### config.mk
export PLATFORM = sky130hd
export DESIGN_NAME = dot_product_controller
export DESIGN_NICKNAME = d
export VERILOG_FILES = /design/src/rtl/dot_product_pkg.sv /design/src/rtl/mac_accumulator.sv /design/src/rtl/dot_product_controller.sv
export SDC_FILE = /design/constraint.sdc
export NUM_CORES = 1
export LEC_CHECK = 0
export CORE_MARGIN = 5
export CORE_UTILIZATION = 50
export CTS_CLUSTER_SIZE = 16
export DETAILED_ROUTE_END_ITERATION = 7
export GPL_TIMING_DRIVEN = 0
export PLACE_DENSITY_LB_ADDON = 0.25
export RECOVER_POWER = 100
export SLEW_MARGIN = 20
export SYNTH_ARGS = -nofsm -noshare
export SYNTH_HDL_FRONTEND = slang
export SYNTH_HIERARCHICAL = 1
export SYNTH_SLANG_ARGS = --single-unit
### constraint.sdc
create_clock -name clk -period 4.18 [get_ports clk]
set_clock_uncertainty 0.2 [all_clocks]
set_input_delay 0.627 -clock clk [delete_from_list [all_inputs] [get_ports clk]]
set_output_delay 0.627 -clock clk [all_outputs]
set_load 0.02 [all_outputs]
### src/rtl/dot_product_pkg.sv
// Shared types and defaults for the dot-product controller and its datapath.
package dot_product_pkg;

  localparam int unsigned DATA_WIDTH   = 8;
  localparam int unsigned VECTOR_WIDTH = 4;
  localparam int unsigned ADDR_WIDTH   = 5;

  typedef enum logic [1:0] {
    StLoad,
    StKick,
    StRead,
    StResult
  } ctrl_state_t;

  // Wide enough to hold vec_w full-width products without wrap.
  function automatic int unsigned acc_width(input int unsigned data_w,
                                            input int unsigned vec_w);
    return 2 * data_w + $clog2(vec_w);
  endfunction

endpackage

### src/rtl/mac_accumulator.sv
// Unsigned multiply-accumulate register; kept separate so a pipelined MAC can drop in.
module mac_accumulator #(
  parameter int unsigned DATA_WIDTH = 8,
  parameter int unsigned ACC_WIDTH  = 18
) (
  input  logic                  clk,
  input  logic                  rst_n,
  input  logic                  clear,
  input  logic                  enable,
  input  logic [DATA_WIDTH-1:0] a,
  input  logic [DATA_WIDTH-1:0] b,
  output logic [ACC_WIDTH-1:0]  acc
);

  localparam int unsigned ProdW = 2 * DATA_WIDTH;
  localparam int unsigned SumW  = (ACC_WIDTH > ProdW) ? ACC_WIDTH : ProdW;

  logic [ProdW-1:0]     prod;
  logic [SumW-1:0]      sum;
  logic [ACC_WIDTH-1:0] acc_d, acc_q;

  assign prod = ProdW'(a) * ProdW'(b);
  // Narrow accumulators simply wrap modulo 2^ACC_WIDTH.
  assign sum  = SumW'(acc_q) + SumW'(prod);

  always_comb begin
    acc_d = acc_q;
    if (clear) begin
      acc_d = '0;
    end else if (enable) begin
      acc_d = sum[ACC_WIDTH-1:0];
    end
  end

  always_ff @(posedge clk or negedge rst_n) begin
    if (!rst_n) begin
      acc_q <= '0;
    end else begin
      acc_q <= acc_d;
    end
  end

  assign acc = acc_q;

endmodule

### src/rtl/dot_product_controller.sv
// Loads operand pairs into the input memories, kicks the reader, accumulates the
// streamed element products and holds the scalar result until it is consumed.
module dot_product_controller #(
  parameter int unsigned DATA_WIDTH   = dot_product_pkg::DATA_WIDTH,
  parameter int unsigned VECTOR_WIDTH = dot_product_pkg::VECTOR_WIDTH,
  parameter int unsigned ADDR_WIDTH   = dot_product_pkg::ADDR_WIDTH,
  parameter int unsigned ACC_WIDTH    = dot_product_pkg::acc_width(DATA_WIDTH, VECTOR_WIDTH),
  parameter int unsigned TIMEOUT      = 64
) (
  input  logic                  clk,
  input  logic                  rst_n,
  input  logic                  in_valid,
  output logic                  in_ready,
  input  logic [DATA_WIDTH-1:0] in_a,
  input  logic [DATA_WIDTH-1:0] in_b,
  output logic                  write_en,
  output logic [ADDR_WIDTH-1:0] write_addr,
  output logic [DATA_WIDTH-1:0] data_a,
  output logic [DATA_WIDTH-1:0] data_b,
  output logic                  start_reading,
  input  logic                  data_valid,
  input  logic [DATA_WIDTH-1:0] mem1_output,
  input  logic [DATA_WIDTH-1:0] mem2_output,
  input  logic                  reading_done,
  output logic                  res_valid,
  input  logic                  res_ready,
  output logic [ACC_WIDTH-1:0]  res_data,
  output logic                  res_err,
  output logic                  busy
);
  import dot_product_pkg::*;

  localparam int unsigned LoadW  = (VECTOR_WIDTH > 1) ? $clog2(VECTOR_WIDTH) : 1;
  localparam int unsigned CntMax = (TIMEOUT > VECTOR_WIDTH) ? TIMEOUT : VECTOR_WIDTH;
  localparam int unsigned CntW   = $clog2(CntMax + 1);

  localparam logic [LoadW-1:0] LoadLast = LoadW'(VECTOR_WIDTH - 1);
  localparam logic [CntW-1:0]  RdTarget = CntW'(VECTOR_WIDTH);
  localparam logic [CntW-1:0]  WdLast   = CntW'(TIMEOUT - 1);

  ctrl_state_t      state_d, state_q;
  logic [LoadW-1:0] load_cnt_d, load_cnt_q;
  logic [CntW-1:0]  rd_cnt_d, rd_cnt_q, rd_cnt_upd;
  logic [CntW-1:0]  wd_cnt_d, wd_cnt_q;
  logic             res_err_d, res_err_q;
  logic             handshake;
  logic             acc_clear, acc_en;

  assign in_ready   = (state_q == StLoad);
  assign handshake  = in_valid && in_ready;
  assign rd_cnt_upd = rd_cnt_q + CntW'(data_valid);

  always_comb begin
    state_d    = state_q;
    load_cnt_d = load_cnt_q;
    rd_cnt_d   = rd_cnt_q;
    wd_cnt_d   = wd_cnt_q;
    res_err_d  = res_err_q;
    acc_clear  = 1'b0;
    acc_en     = 1'b0;
    unique case (state_q)
      StLoad: begin
        if (handshake) begin
          if (load_cnt_q == LoadLast) begin
            load_cnt_d = '0;
            state_d    = StKick;
          end else begin
            load_cnt_d = load_cnt_q + LoadW'(1);
          end
        end
      end
      StKick: begin
        acc_clear = 1'b1;
        rd_cnt_d  = '0;
        wd_cnt_d  = '0;
        res_err_d = 1'b0;
        state_d   = StRead;
      end
      StRead: begin
        acc_en   = data_valid;
        rd_cnt_d = rd_cnt_upd;
        wd_cnt_d = wd_cnt_q + CntW'(1);
        // A final element arriving with reading_done still counts toward the check.
        if (reading_done) begin
          state_d   = StResult;
          res_err_d = (rd_cnt_upd != RdTarget);
        end else if (wd_cnt_q == WdLast) begin
          state_d   = StResult;
          res_err_d = 1'b1;
        end
      end
      StResult: begin
        if (res_ready) begin
          state_d    = StLoad;
          load_cnt_d = '0;
        end
      end
      default: state_d = StLoad;
    endcase
  end

  always_ff @(posedge clk or negedge rst_n) begin
    if (!rst_n) begin
      state_q    <= StLoad;
      load_cnt_q <= '0;
      rd_cnt_q   <= '0;
      wd_cnt_q   <= '0;
      res_err_q  <= 1'b0;
    end else begin
      state_q    <= state_d;
      load_cnt_q <= load_cnt_d;
      rd_cnt_q   <= rd_cnt_d;
      wd_cnt_q   <= wd_cnt_d;
      res_err_q  <= res_err_d;
    end
  end

  mac_accumulator #(
    .DATA_WIDTH(DATA_WIDTH),
    .ACC_WIDTH (ACC_WIDTH)
  ) u_mac (
    .clk   (clk),
    .rst_n (rst_n),
    .clear (acc_clear),
    .enable(acc_en),
    .a     (mem1_output),
    .b     (mem2_output),
    .acc   (res_data)
  );

  assign write_en      = handshake;
  assign write_addr    = handshake ? ADDR_WIDTH'(load_cnt_q) : '0;
  assign data_a        = handshake ? in_a : '0;
  assign data_b        = handshake ? in_b : '0;
  assign start_reading = (state_q == StKick);
  assign res_valid     = (state_q == StResult);
  assign res_err       = res_err_q;
  assign busy          = (state_q != StLoad);

endmodule

Yosys cells after proc, flatten, opt, wreduce, memory -nomap -nowiden
Index checks and enable logic that the tools add are counted.
{"block": "op_classes", "add_sub_neg": 4, "n_mul": 1, "eq_ne": 10, "mux": 21, "reduce_logical": 9}
{"op": "18-bit two-way mux", "n": 2}
{"op": "7-bit one-hot mux with 2 select lines", "n": 2}
{"op": "18-bit by 16-bit adder with 18-bit output", "n": 1}
{"op": "8-bit by 8-bit multiplier with 16-bit output", "n": 1}
{"op": "2-bit two-way mux", "n": 8}
{"op": "8-bit two-way mux", "n": 2}
{"op": "2-bit one-hot mux with 4 select lines", "n": 1}
{"op": "2-bit nonzero test", "n": 4}
{"op": "7-bit by 1-bit adder with 7-bit output", "n": 1}
{"op": "7-bit by 1-bit adder with 7-bit output (second input constant)", "n": 1}
{"op": "7-bit by 6-bit equality test with 1-bit output (second input constant)", "n": 1}
{"op": "7-bit by 3-bit inequality test with 1-bit output (second input constant)", "n": 1}
{"op": "2-bit equality test (second input constant)", "n": 3}
{"op": "2-bit by 1-bit inequality test with 1-bit output (second input constant)", "n": 3}
{"op": "1-bit two-way mux", "n": 4}
{"op": "2-bit one-hot mux with 2 select lines", "n": 1}
{"op": "4-bit AND reduction", "n": 1}
{"op": "3-bit inequality test (second input constant)", "n": 1}
{"op": "3-bit AND reduction", "n": 1}
{"op": "2-bit by 1-bit adder with 2-bit output (second input constant)", "n": 1}
{"op": "2-bit by 1-bit equality test with 1-bit output (second input constant)", "n": 1}
{"op": "2-bit zero test", "n": 1}
{"op": "1-bit one-hot mux with 2 select lines", "n": 1}
{"op": "2-bit AND reduction", "n": 1}
{"op": "1-bit logical AND", "n": 1}
{"block": "word_totals", "ff_bits": 37, "input_bits": 38, "out_inout_bits": 45, "elab_cells": 51}

Logic depth before layout (Yosys ltp)
{"block": "depth", "word_depth": 4, "mapped_depth": 18, "ltp_nobuf": 17}

Modules after synthesis
Netlist, hierarchy kept.
{"module": "mac_accumulator", "instances": 1, "cells_per_inst": 397, "area_per_inst_um2": 3449.6, "seq_area_each_um2": 450.4}
{"module": "dot_product_controller", "instances": 1, "cells_per_inst": 152, "area_per_inst_um2": 1310.0, "seq_area_each_um2": 475.5}

Worst setup path after synthesis
Ideal clock, no wire load.
{"block": "synth_path", "kind": "input port to flip-flop", "from": "input mem2_output[1]", "to": "register u_mac.acc_q[15], in the netlist u_mac/acc[15]", "setup_time_ns": 0.124, "arrival_ns": 4.553, "t_required_ns": 3.856, "setup_slack_ns": -0.697, "stages": 16, "n_path_buf": 1, "cell_sequence": "clkbuf_1 -> nand2_1 -> fa_1 -> inv_1 -> fa_1 -> inv_1 -> fa_1 -> fa_1 -> inv_1 -> ha_1 -> o21a_1 -> o31a_1 -> o211a_1 -> o21a_1 -> o2111a_1 -> a211o_1"}
{"block": "synth_via", "elab_chain_len": 4}
{"element": "from (decl)", "line": "dot_product_controller.sv:23", "rtl": "input logic [DATA_WIDTH-1:0] mem2_output,"}
{"element": "8-bit by 8-bit multiplier with 16-bit output", "line": "mac_accumulator.sv:22", "rtl": "assign prod = ProdW'(a) * ProdW'(b);"}
{"element": "18-bit by 16-bit adder with 18-bit output", "line": "mac_accumulator.sv:24", "rtl": "assign sum = SumW'(acc_q) + SumW'(prod);"}
{"element": "18-bit two-way mux", "line": "mac_accumulator.sv:30", "rtl": "end else if (enable) begin"}
{"element": "18-bit two-way mux", "line": "mac_accumulator.sv:28", "rtl": "if (clear) begin"}
{"element": "to (signal assigned)", "line": "mac_accumulator.sv:37", "rtl": "acc_q <= '0;"}
{"element": "to (signal assigned)", "line": "mac_accumulator.sv:39", "rtl": "acc_q <= acc_d;"}
{"element": "to (decl)", "line": "mac_accumulator.sv:20", "rtl": "logic [ACC_WIDTH-1:0] acc_d, acc_q;"}
Every way passes these cells. The select of a mux whose other input is x is not followed.
A chain may end at the register's enable or synchronous reset.

Worst setup path after layout
{"block": "layout_path", "from": "input mem1_output[4]", "to": "register u_mac.acc_q[16], in the netlist u_mac/acc[16]"}
{"block": "layout_via", "elab_chain_len": 4}
{"element": "from (decl)", "line": "dot_product_controller.sv:22", "rtl": "input logic [DATA_WIDTH-1:0] mem1_output,"}
{"element": "8-bit by 8-bit multiplier with 16-bit output", "line": "mac_accumulator.sv:22"}
{"element": "18-bit by 16-bit adder with 18-bit output", "line": "mac_accumulator.sv:24"}
{"element": "18-bit two-way mux", "line": "mac_accumulator.sv:30"}
{"element": "18-bit two-way mux", "line": "mac_accumulator.sv:28"}
Every way passes these cells. The select of a mux whose other input is x is not followed.

==> metrics <==
status complete, but fails checks; violated checks negative setup slack; H-Tree Depth 2; most frequent cells after synthesis 114 x inv_1, 50 x fa_1, 48 x ha_1, 48 x nand2_1; number of synthesized flops with an enable pin 0; unrepaired setup endpoints after global routing yes; pwr dens 737 nW/um2; max incr delay on CP between 0.5 and 0.6 ns; post-synth top area cell fa_1; R2R setup slack -0.18 ns; FF-to-FF End u_mac/acc[13]; first-pass GRT wire length 20900 um; Routed WL 12500 um; count leader, synth inv_1; Clock Path Buffers 2; setup slack after layout -0.264 ns; row cnt 35; CTS tree yes; CTS Root Cell clkbuf_8; clock-pin slew on the worst setup and hold paths 0.09 ns; Hold Fails Final Rpt 0; HPWL Detailed ~9600 um; Critical Path, Cell by Cell buf_12 > and2_1 > fa_1 > fa_1 > inv_1 > fa_1 > fa_1 > inv_1 > ha_4 > a21o_1 > o21bai_4 > a221o_1 > a21oi_2 > nor4_2 > a221o_1; hold_ws around 0.2 ns; Reg2Reg Depth 16; Via Count between 4000 and 5000; pre-CTS setup slack -1.26 ns; die height 108 um; Clock Sink Count 37; WS Path Type in -> reg; worst path bufs/invs 3; Top Ports 83; Post-layout nets 790; port bufs 77; post-route ant nets 0; Max Cap Viol 0; share of the synthesized area in the top cell type approximately a fifth; Area growth, synth to finish 34.5%; final setup vio count 9; Synth cell types 57; CP Data Required Time 4.16 ns; mapped cell area 4760 um2; worst-path maximum fanout 6; drt pass-1 iters 4; DRT iter0 DRCs around 260; Worst Setup SP mem1_output[4]; Crit-path slowest cell fa_1; vias in the first global route around 4600; worst skew pair latency roughly 0.30 ns; Cells after Synth between 500 and 600; layout cells sized above 1 between 10% and 20%; Leak between 3 and 4 nW; crit path DAT around 4.4 ns; synth warn 6; Worst path depth 15; Final min period ~4.4 ns; die area between 10000 and 15000 um2; HP Class in -> async; CP dominant cell by count fa_1; worst IR drop on VDD about 0.00045 V; post-DR vias/cell around 5.4; WL/cell 15.9 um; Die X 108 um; CP Launch Type input port; CTS buffer count 5; CP endpoint kind flop; aggregate global routing overflow 0; Initial Util between 50% and 60%; fin crit share 106%; fmax between 200 and 250 MHz; largest net degree at the start of global routing 24; core area around 9200 um2; routability cong. between 0.8 and 0.9; fin. max-slew vios 0; syn_area_per_cell between 8 and 9 um2; antenna violations before repair 0; Fill cells slightly above 700; FF+latch count, synth 37; register area share after synthesis 19.5%; relative slew slack 14.9%; ys flop type dfrtp_1; synth top area cells fa_1 21%, dfrtp_1 19%, ha_1 13%; Antenna diodes 0; Worst Max-Slew Pin Slew around 1.3 ns; CP delay by family, top adder cells; asr flop ratio synth 100%; worst reg2reg startpoint u_mac/acc[6]; Critical Path End u_mac/acc[16]; total global-route track usage 22.0%; Post-route DRC 0
-- cell usage in the layout, fill, tap and decap left out, types with 4 or more instances in the layout --
cell type and instances:
a211oi_1 5, a21o_1 8, a21oi_1 10, and2_1 29, and2_4 8, and3_1 17, buf_12 6, buf_4 19
buf_6 6, buf_8 4, clkbuf_1 16, clkbuf_8 5, clkdlybuf4s50_1 18, dfrtp_1 37, dlygate4sd3_1 44, fa_1 41
fa_2 9, ha_1 37, ha_4 10, inv_1 101, inv_2 13, mux2i_1 11, nand2_1 35, nand2_2 11
nand3_1 12, nand4_1 4, nor2_1 25, nor3_1 5, o211ai_1 4, o21ai_0 18, o2bb2ai_1 4
-- cells by family (layout without fill, tap and decap cells) --
kind of cell             after synthesis  count (layout)  share of synthesized area [%]
XOR/XNOR                               5               5                          0.920
AO/OA/AOI/OAI                         87              87                           13.1
buffers and inverters                133             237                           10.7
multiplexers                          11              11                           2.31
other                                  1               3                         0.0788
adder cells (fa/ha/maj)               98              98                           33.6
flip-flops                            37              37                           19.5
AND/OR/NAND/NOR                      177             177                           19.7
-- power by group --
| part | internal [mW] | switching, mW |
|---|---|---|
| registers | 0.465 | 0.0915 |
| clock network | 0.119 | 0.151 |
| logic | 1.76 | 2.13 |
| total | 2.34 | 2.38 |
-- worst min-delay path by stage --
| stage | endpoint | cells past startpoint | slack, ns | from |
|---|---|---|---|---|
| 2_1_floorplan | load_cnt_q[0] | 0 | 0.13 | rst_n |
| 3_5_place_dp | res_err | 1 | 0.27 | res_err |
| 3_3_place_gp | res_err | 1 | 0.29 | res_err |
| 4_1_cts | rd_cnt_q[1] | 1 | 0.06 | rst_n |
| 6_report | rd_cnt_q[1] | 1 | 0.20 | rst_n |
| 5_1_grt | rd_cnt_q[1] | 1 | 0.28 | rst_n |
-- per-stage QoR --
stage          instance area, um2  util [%]  instances  power, mW  TNS (ns)
2_1_floorplan                4960         -        551       2.99     -1.19
3_3_place_gp                 5890      63.7        757       3.75    -11.44
3_5_place_dp                 5910      64.0        758       3.84    -12.27
4_1_cts                      6230      67.4        780       4.42     -1.50
5_1_grt                      6400      69.3        784       5.12     -2.60
6_report                     6400      69.3        784       4.72     -1.33
-- cell type report --
cell class	instances	area, um2	area share [%]
Buffer	19	125	1.95
Clock inverter	3	22.5	0.352
Inverter	114	428	6.68
Timing Repair Buffer	96	996	15.6
Sequential cell	37	926	14.5
Tap cell	129	161	2.52
Multi-Input combinational cell	381	3670	57.4
Clock buffer	5	68.8	1.08
-- sequential cells by signal (all words and copies together), names as in the netlist --
signal,flops
load_cnt_q,2
rd_cnt_q,7
res_err,1
state_q,2
u_mac/acc,18
wd_cnt_q,7
-- timing repair --
action / in CTS / in global routing
hold endpoints to repair: 0 / 0
hold buffers: 0 / 0
buffers inserted: 14 / 5
pin swaps: 38 / 36
resized for setup: 125 / 49
endpoints found under the setup margin: 12 / 11
-- routing by layer --
| layer | track usage [%] | wire length (um) | part of all wire [%] | vias to the layer above |
|---|---|---|---|---|
| met5 | 0 | 0 | 0 | - |
| met4 | 6.49 | 192 | 1.5 | 0 |
| met3 | 3.96 | 758 | 6.1 | 23 |
| met2 | 39.5 | 6190 | 50 | 158 |
| met1 | 26.9 | 5320 | 43 | 2083 |
| li1 | - | - | - | 1999 |
Power figures use the tool's default switching activity.
